File: src/rtl/credential_entry_ctrl.sv
// Keypad/button front-end for the unlocker: sequences digit entry and commands, tracks failed logins.
// Optional macro ENTRY_TIMEOUT_EN aborts an entry left idle for TIMEOUT_CYCLES.
module credential_entry_ctrl #(
    parameter int DIGIT_W        = 5,
    parameter int SETTLE_CYCLES  = 4,
    parameter int MAX_FAILS      = 3,
    parameter int LOCKOUT_CYCLES = 1000,
    parameter int TIMEOUT_CYCLES = 5000
) (
    input  logic               clk,
    input  logic               rst,
    input  logic               digit_valid,
    input  logic [DIGIT_W-1:0] digit,
    input  logic [4:0]         req_btn,
    input  logic               lock,
    output logic [3:0]         inputCount,
    output logic [DIGIT_W-1:0] userNameInput0,
    output logic [DIGIT_W-1:0] userNameInput1,
    output logic [DIGIT_W-1:0] userNameInput2,
    output logic [DIGIT_W-1:0] userNameInput3,
    output logic [DIGIT_W-1:0] passwordInput0,
    output logic [DIGIT_W-1:0] passwordInput1,
    output logic [DIGIT_W-1:0] passwordInput2,
    output logic [DIGIT_W-1:0] passwordInput3,
    output logic [4:0]         btn_out,
    output logic               busy,
    output logic               lockout,
    output logic [3:0]         fail_count
);

    localparam int CMD_CYCLES = 10;
    localparam int TMR_A      = (LOCKOUT_CYCLES > TIMEOUT_CYCLES) ? LOCKOUT_CYCLES : TIMEOUT_CYCLES;
    localparam int TMR_MAX    = (TMR_A > SETTLE_CYCLES + CMD_CYCLES) ? TMR_A : SETTLE_CYCLES + CMD_CYCLES;
    localparam int TMR_W      = $clog2(TMR_MAX + 1);

    localparam logic [TMR_W-1:0] CMD_LAST    = TMR_W'(CMD_CYCLES - 1);
    localparam logic [TMR_W-1:0] SETTLE_LAST = TMR_W'(SETTLE_CYCLES - 1);
    localparam logic [TMR_W-1:0] LOCK_LAST   = TMR_W'(LOCKOUT_CYCLES - 1);
`ifdef ENTRY_TIMEOUT_EN
    localparam logic [TMR_W-1:0] TO_LAST     = TMR_W'(TIMEOUT_CYCLES - 1);
`endif

    typedef enum logic [2:0] {
        IDLE, CMD, ENTER_USER, ENTER_PASS, SETTLE, LOCKOUT
    } state_t;

    state_t                      state_q, state_d;
    logic [3:0]                  cnt_q, cnt_d;
    logic [3:0][DIGIT_W-1:0]     user_q, user_d;
    logic [3:0][DIGIT_W-1:0]     pass_q, pass_d;
    logic [4:0]                  btn_q, btn_d;
    logic [3:0]                  fail_q, fail_d;
    logic [TMR_W-1:0]            timer_q, timer_d;
    logic [3:0]                  fail_next;

    function automatic logic [3:0] sat_inc(input logic [3:0] v);
        return (v == 4'hF) ? v : v + 4'd1;
    endfunction

    // Logout outranks delete > switch > add > reset-pw.
    function automatic logic [4:0] pick_btn(input logic [4:0] req);
        if (req[0])      return 5'b00001;
        else if (req[4]) return 5'b10000;
        else if (req[3]) return 5'b01000;
        else if (req[2]) return 5'b00100;
        else             return 5'b00010;
    endfunction

    assign fail_next = lock ? sat_inc(fail_q) : 4'd0;

    always_comb begin
        state_d = state_q;
        cnt_d   = cnt_q;
        user_d  = user_q;
        pass_d  = pass_q;
        btn_d   = btn_q;
        fail_d  = fail_q;
        timer_d = timer_q + 1'b1;

        unique case (state_q)
            IDLE: begin
                timer_d = '0;
                if (|req_btn) begin
                    btn_d   = pick_btn(req_btn);
                    cnt_d   = 4'd0;
                    state_d = req_btn[0] ? CMD : ENTER_USER;
                end else if (digit_valid) begin
                    user_d[0] = digit;
                    cnt_d     = 4'd1;
                    state_d   = ENTER_USER;
                end
            end
            CMD: begin
                if (timer_q == CMD_LAST) begin
                    btn_d   = 5'b0;
                    state_d = IDLE;
                end
            end
            ENTER_USER, ENTER_PASS: begin
`ifdef ENTRY_TIMEOUT_EN
                if (!digit_valid && timer_q == TO_LAST) begin
                    cnt_d   = 4'd0;
                    btn_d   = 5'b0;
                    state_d = IDLE;
                end
`else
                timer_d = '0;
`endif
                if (digit_valid) begin
                    timer_d = '0;
                    cnt_d   = cnt_q + 4'd1;
                    if (state_q == ENTER_USER) begin
                        user_d[cnt_q[1:0]] = digit;
                        // Reset-pw and delete carry only a username.
                        if (cnt_q == 4'd3)
                            state_d = (btn_q[1] | btn_q[4]) ? SETTLE : ENTER_PASS;
                    end else begin
                        pass_d[cnt_q[1:0]] = digit;
                        if (cnt_q == 4'd7)
                            state_d = SETTLE;
                    end
                end
            end
            SETTLE: begin
                if (timer_q == SETTLE_LAST) begin
                    timer_d = '0;
                    btn_d   = 5'b0;
                    state_d = IDLE;
                    if (btn_q == 5'b0) begin
                        fail_d = fail_next;
                        if (fail_next >= 4'(MAX_FAILS))
                            state_d = LOCKOUT;
                    end
                end
            end
            LOCKOUT: begin
                if (timer_q == LOCK_LAST) begin
                    fail_d  = 4'd0;
                    state_d = IDLE;
                end
            end
            default: state_d = IDLE;
        endcase
    end

    always_ff @(posedge clk or posedge rst) begin
        if (rst) begin
            state_q <= IDLE;
            cnt_q   <= 4'd0;
            user_q  <= '0;
            pass_q  <= '0;
            btn_q   <= 5'b0;
            fail_q  <= 4'd0;
            timer_q <= '0;
        end else begin
            state_q <= state_d;
            cnt_q   <= cnt_d;
            user_q  <= user_d;
            pass_q  <= pass_d;
            btn_q   <= btn_d;
            fail_q  <= fail_d;
            timer_q <= timer_d;
        end
    end

    assign inputCount     = cnt_q;
    assign userNameInput0 = user_q[0];
    assign userNameInput1 = user_q[1];
    assign userNameInput2 = user_q[2];
    assign userNameInput3 = user_q[3];
    assign passwordInput0 = pass_q[0];
    assign passwordInput1 = pass_q[1];
    assign passwordInput2 = pass_q[2];
    assign passwordInput3 = pass_q[3];
    assign btn_out        = btn_q;
    assign busy           = (state_q != IDLE) && (state_q != LOCKOUT);
    assign lockout        = (state_q == LOCKOUT);
    assign fail_count     = fail_q;

endmodule
File: config.mk
export PLATFORM = sky130hd
export DESIGN_NAME = credential_entry_ctrl
export DESIGN_NICKNAME = d
export VERILOG_FILES = /design/src/rtl/credential_entry_ctrl.sv
export SDC_FILE = /design/constraint.sdc
export NUM_CORES = 1
export LEC_CHECK = 0
export ABC_AREA = 1
export ABC_CLOCK_PERIOD_IN_PS = 3700
export CAP_MARGIN = 20
export CORE_AREA = 2 2 95 79
export CTS_CLUSTER_SIZE = 25
export DETAILED_ROUTE_END_ITERATION = 16
export DIE_AREA = 0 0 97 81
export PLACE_DENSITY = 0.8
export SLEW_MARGIN = 20
export SYNTH_ARGS = -nofsm -noshare
export SYNTH_HDL_FRONTEND = slang
export SYNTH_SLANG_ARGS = --single-unit
File: constraint.sdc
create_clock -name clk -period 3.7 [get_ports clk]
set_input_delay 0.37 -clock clk [delete_from_list [all_inputs] [get_ports clk]]
set_output_delay 0.37 -clock clk [all_outputs]
set_load 0.005 [all_outputs]
==> impl_results.md <==
- Status: completed
- Yosys cell types: 31
- Reg area: 1730 µm²
- Hold Crit Start: userNameInput1[2]$_DFFE_PP0P_
- Sequential area share after synthesis: 0.511
- Clk slew on worst S/H paths: 0.07 ns
- Data required, critical path: 3.33 ns
- Vias in the first global route: 2751
- Layout Nets: 494
- Fin crit period: 2.27 ns
- Gate power share: 0.412
- Diodes inserted: 0
- Synthesized area: 3380 µm²
- Initial core utilization: 0.479
- DP HPWL: 5650 µm
- Data arrival, critical path: 1.90 ns
- Biggest area consumer among synthesized cells: dfrtp_1
- CTS tree: done
- Fin. max-slew vios: 0
- Top-count cell post-synth: nand2_1
- Avg Inst Size Synth: 8.55 µm²
- Post-synth EDFFs: 0
- Unrepaired setup endpoints after global routing: no
- Cts hold-fix bufs: 0
- Crit-path cells: nand2_4 > inv_2 > nand2_2 > inv_2 > nor2_1 > clkdlybuf4s50_1
- Filler Cell Count: 590
- CP max-delay cell: dfrtp_1
- DR pass1 iterations: 4
- Final hold vios: 0
- Num Clock Sinks: 69
- Post-CTS sizing: 0
- Final Core Density: 0.621
- Largest net degree at the start of global routing: 54
- Final setup fails: 0
- Initial drt markers: 246
- Total GRT Usage: 0.207
- CP Class: register to output port
- Clk pwr share: 0.208
- Max-Cap Viols: 0
- Net Sw Power: 1140 µW
- Ranking of synthesized cells by area: dfrtp_1 (51%), nand2_1 (12%), o21ai_1 (4.7%), nor2_1 (4.3%), o21ai_0 (3.6%)
- Die height: 81 µm
- Port bufs: 68
- Internal power: 2030 µW
- Fin Clk Skew: 0.0120 ns
- Yosys warns: 0
- Layout cell share with drive strength beyond 1: 0.121
- Hold Crit Class: register to register
- Worst Path Max Fanout: 8
- Pleak: 0.00199 µW
- CTS root buf: clkbuf_8
- Routed WL per cell: 13.4 µm
- Via density: 5.04
- DP Area: 4150 µm²
- Post-Route WL: 7630 µm
- Crit path capture type: output port
- Flop2flop setup slack: 1.85 ns
- Htree depth: 3
- Sequential power share: 0.380
- Reg2reg start: timer_q[0]$_DFF_PP0_
- Reg-to-Reg End: timer_q[11]$_DFF_PP0_
- Post-CTS setup buffer count: 0
- Num CTS Buffers: 9
- Crit path from: state_q[0]$_DFFE_PP0P_
- Synth cell count leaders: nand2_1 (110), dfrtp_1 (69), nor2_1 (39)
- Rel. slew slack: 0.409
- Global route total overflow: 0
- Worst Hold Depth: 2
- Remaining DRCs: 0
- Max incr delay on CP: 0.56 ns
- Hold WS: 0.489 ns
- Top_reg_cell synth: dfrtp_1
- Mapped Nets: 416
- Worst Tran Pin Value: 0.886 ns
- FP Rows: 28
- Synthesized instance count: 395
- Power Dens Cells: 727 nW/µm²
- Number of synthesized register bits: 69
- Final Cycle Share: 0.613
- Final design instance area without fill: 4370 µm²
- Die width: 97 µm
- Clock tree buffer depth: 2
- VDD IR max: 342 µV
- Antenna Nets Post-Route: 0
- Io pins: 69
- Final RePlAce weighted congestion: 0.927
- First-pass GRT wire length: 12800 µm
- Worst skew pair latency: 0.34 ns
- Worst r2r path cells: 7
- Net Sw Frac: 0.360
- Synth-to-Final Area Change: 29.5%
- Full die area: 7860 µm²
- Core area: 7040 µm²
- Antenna violations before repair: 0
- Share of the synthesized area in the top cell type: 0.511
- TNS Setup: 0 ns
- Via count: 2862
- Highest clock rate: 441 MHz
- Ys async rst share: 1.00
- Most frequent cell on the critical path: inv_2
- Critical path startpoint category: register
- Area occupied by multi-input gates: 1480 µm²
- WHS Endpoint: userNameInput1[2]$_DFFE_PP0P_
-- layer usage --
layer	up-vias	part of all wire	track usage
met5	-	0	0
met4	0	0.017	0.0634
met3	13	0.043	0.0568
met2	73	0.48	0.349
met1	1346	0.46	0.264
li1	1430	-	-
-- sequential cells by signal, summed over array words and instances, names as in the netlist --
register	cells
btn_out	5
fail_count	4
inputCount	4
passwordInput0	5
passwordInput1	5
passwordInput2	5
passwordInput3	5
state_q	3
timer_q	13
userNameInput0	5
userNameInput1	5
userNameInput2	5
userNameInput3	5
-- kinds of logic after synthesis --
| family | after synthesis | synth area share |
|---|---|---|
| adders and majority gates | 7 | 0.0259 |
| DFF | 69 | 0.511 |
| AOI/OAI and AO/OA | 67 | 0.114 |
| xor gates and xnor gates | 6 | 0.0156 |
| buffers and inverters | 41 | 0.0515 |
| and+or+nand+nor | 205 | 0.282 |
-- area by class of cell --
| class | count | area share |
|---|---|---|
| timing repair buffer | 69 | 0.157 |
| inverter | 39 | 0.0349 |
| clock buffer | 10 | 0.0292 |
| tap | 90 | 0.0258 |
| clock inverter | 6 | 0.0200 |
| sequential | 69 | 0.395 |
| multi-input combinational | 285 | 0.338 |
-- placed cells by master (no fill, tap or decap), drive strengths merged, types with 4 or more instances in the layout --
cell type	instances
nand4	4
clkdlybuf4s50	68
clkbuf	10
clkinv	5
nand3	20
nor2	47
ha	7
o21ai	58
nor3	8
dfrtp	69
xor2	6
inv	38
nand2	125
a21oi	4
-- worst max-delay path: cells and delay by family, from the launching register on --
kind	cells	cell delay, ns
buffers and inverters	3	0.61
DFF	1	0.56
and+or+nand+nor	3	0.39
-- through the flow --
stage	setup slack [ns]	instances	power, µW
6_report	1.43	568	3180
4_1_cts	1.40	568	3200
2_1_floorplan	1.59	395	1910
5_1_grt	1.30	568	3390
3_5_place_dp	1.74	552	2530
3_3_place_gp	1.81	552	2470
-- worst max-delay path by stage --
stage                               endpoint  slack [ns]  depth (start not counted)
4_1_cts                                 busy        1.40                          6
6_report                                busy        1.43                          6
3_5_place_dp       inputCount[2]$_DFFE_PP0P_        1.74                          9
5_1_grt                                 busy        1.30                          6
2_1_floorplan         btn_out[0]$_DFFE_PP0P_        1.59                          1
3_3_place_gp   userNameInput0[0]$_DFFE_PP0P_        1.81                          9
-- power groups by stage --
stage	combinational (µW)	clock [µW]	sequential [µW]
global placement	1260	0	1210
detailed placement	1310	0	1220
CTS	1320	674	1200
floorplan	726	0	1190
global route	1450	706	1240
finish	1310	661	1210
Power figures use the tool's default switching activity.
==> RTL change (config.mk and constraints unchanged) <==
Register the output `busy`, without a reset; this adds one clock of latency there. The other outputs are not delayed to match.
--- a/src/rtl/credential_entry_ctrl.sv
+++ b/src/rtl/credential_entry_ctrl.sv
@@ -173,7 +173,9 @@
     assign passwordInput2 = pass_q[2];
     assign passwordInput3 = pass_q[3];
     assign btn_out        = btn_q;
-    assign busy           = (state_q != IDLE) && (state_q != LOCKOUT);
+    always_ff @(posedge clk) begin
+        busy <= (state_q != IDLE) && (state_q != LOCKOUT);
+    end
     assign lockout        = (state_q == LOCKOUT);
     assign fail_count     = fail_q;
 
Formal check against the unedited RTL: not equivalent (a bounded check fails within 4 cycles, from zero or initial values and one cycle with rst high).
==> RTL change against the original RTL <==
Sequential cell count rose by 1. Largest power group unchanged. Cell area rose by 0.31%. Non-clock buffer count rose by 1. Clock skew rose by 1.0 ps. Largest cell class unchanged. Area after synthesis rose by 0.59%. Total power fell by 0.20%. Sequential share of layout area rose by 0.33 points. Die area did not move. Routed wire length rose by 1.9%. Worst setup slack improved by 23 ps.
==> RTL change: results (changes against the original RTL) <==
.. list-table::
   :header-rows: 1

   * - Metric
     - Value
   * - Outcome
     - complete, no violations
   * - DP Cell Count
     - 554 (+0.36%)
   * - Synth Area in Compound Gates
     - 11.3% (-0.067 points)
   * - Number of distinct standard cells referenced by the synthesized netlist
     - 32 (+3.2%)
   * - Fraction of layout instances using a drive strength above 1
     - 12.5% (+0.37 points)
   * - Largest net degree at the start of global routing
     - 49 (-9.3%)
   * - Post-Syn Nets
     - 417 (+0.24%)
   * - Largest delay contributor family on the critical path
     - flip-flops
   * - Via density per instance
     - 5.11 (+1.4%)
   * - Critical path's largest stage delay
     - 660 ps (+100 ps)
   * - Number of instances in the synthesized netlist
     - 396 (+0.25%)
   * - Initial DRC Count
     - 266 (+8.1%)
   * - WL final
     - 7770 um (+1.9%)
   * - Final HPWL from detailed placement
     - 5750 um (+1.8%)
   * - Final-layout fill cell count
     - 599 (+1.5%)
   * - Adder-cell area share of the yosys netlist
     - 2.58% (-0.015 points)
   * - Number of vias in the routed layout
     - 2,912 (+1.7%)
   * - Global-route wire length before repair
     - 13,000 um (+1.0%)
   * - Slew HR
     - 46.2% (+5.4 points)
   * - Post-CTS clock slew at the launch and capture registers of the worst setup and hold paths
     - 90 ps (+20 ps)
   * - Min-Delay Path Class
     - input port to async pin
   * - Via count of the first global-routing pass
     - 2,785 (+1.2%)
   * - VDD IR max
     - 294 uV (-14%)
   * - Clock skew after layout
     - 13.0 ps (+1.02 ps)
   * - RePlAce Congestion
     - 0.902 (-2.6%)
   * - Share of the synthesized netlist area taken by xor and xnor gates
     - 1.55% (-0.0092 points)
[RTL change: through the flow]
| step | area [um2] | util [%] | setup slack (ps) | total power, mW | hold slack, ps |
|---|---|---|---|---|---|
| after global routing | 4380 | 62.3 | 1360 | 3.40 | 515 |
| after detailed placement | 4180 | 59.4 | 1790 | 2.55 | 475 |
| after floorplan | 3400 | - | 1590 | 1.93 | 456 |
| final | 4380 | 62.3 | 1460 | 3.17 | 468 |
| after global placement | 4180 | 59.4 | 1870 | 2.49 | 468 |
| after CTS | 4380 | 62.2 | 1440 | 3.20 | 494 |
[RTL change: cells by family after synthesis]
group	Yosys count
and+or+nand+nor	205
DFF	70
AOI/OAI and AO/OA	67
buffers and inverters	41
adders and majority gates	7
xor gates and xnor gates	6
[RTL change: power by group]
| part | internal, mW | total, mW | leakage, nW | switching, mW |
|---|---|---|---|---|
| clock | 0.319 | 0.636 | 0.101 | 0.316 |
| combinational | 0.654 | 1.31 | 0.970 | 0.656 |
| sequential | 1.01 | 1.22 | 0.925 | 0.213 |
[RTL change: layout make-up]
| type | instances | area, um2 | share of cell area [%] |
|---|---|---|---|
| inverters | 39 | 153 | 3.48 |
| multi-input cells | 285 | 1480 | 33.6 |
| clock buffers | 9 | 124 | 2.83 |
| flip-flops and latches | 70 | 1750 | 39.8 |
| clock inverters | 7 | 77.6 | 1.77 |
| well taps | 90 | 113 | 2.57 |
| repair buffers | 70 | 696 | 15.9 |
[RTL change: metal layers]
| metal | vias up | GRT usage (%) | share of wire [%] |
|---|---|---|---|
| met1 | 1396 | 26.3 | 45 |
| met5 | - | 0 | 0 |
| met3 | 4 | 5.34 | 5.1 |
| met2 | 67 | 36.3 | 49 |
| met4 | 0 | 6.90 | 0.82 |
| li1 | 1445 | - | - |
[RTL change: worst reg2reg max path, stage by stage, from the launching register on]
cell	delay (ps)
dfrtp_1	410
ha_1	230
nand3_1	90
nor2_1	110
nand2_1	90
a21oi_2	550
o21bai_1	200
nor2_1	50
[RTL change: path summary, 6_finish.rpt]
check | cells after the start | to
hold reg to reg | 2 | userNameInput3[1]
min in group clk | 2 | userNameInput3[1]
setup / recovery | 5 | lockout
hold / removal | 2 | userNameInput1[2]
max in group asynchronous | 3 | timer_q[2]
setup reg to reg | 7 | timer_q[11]
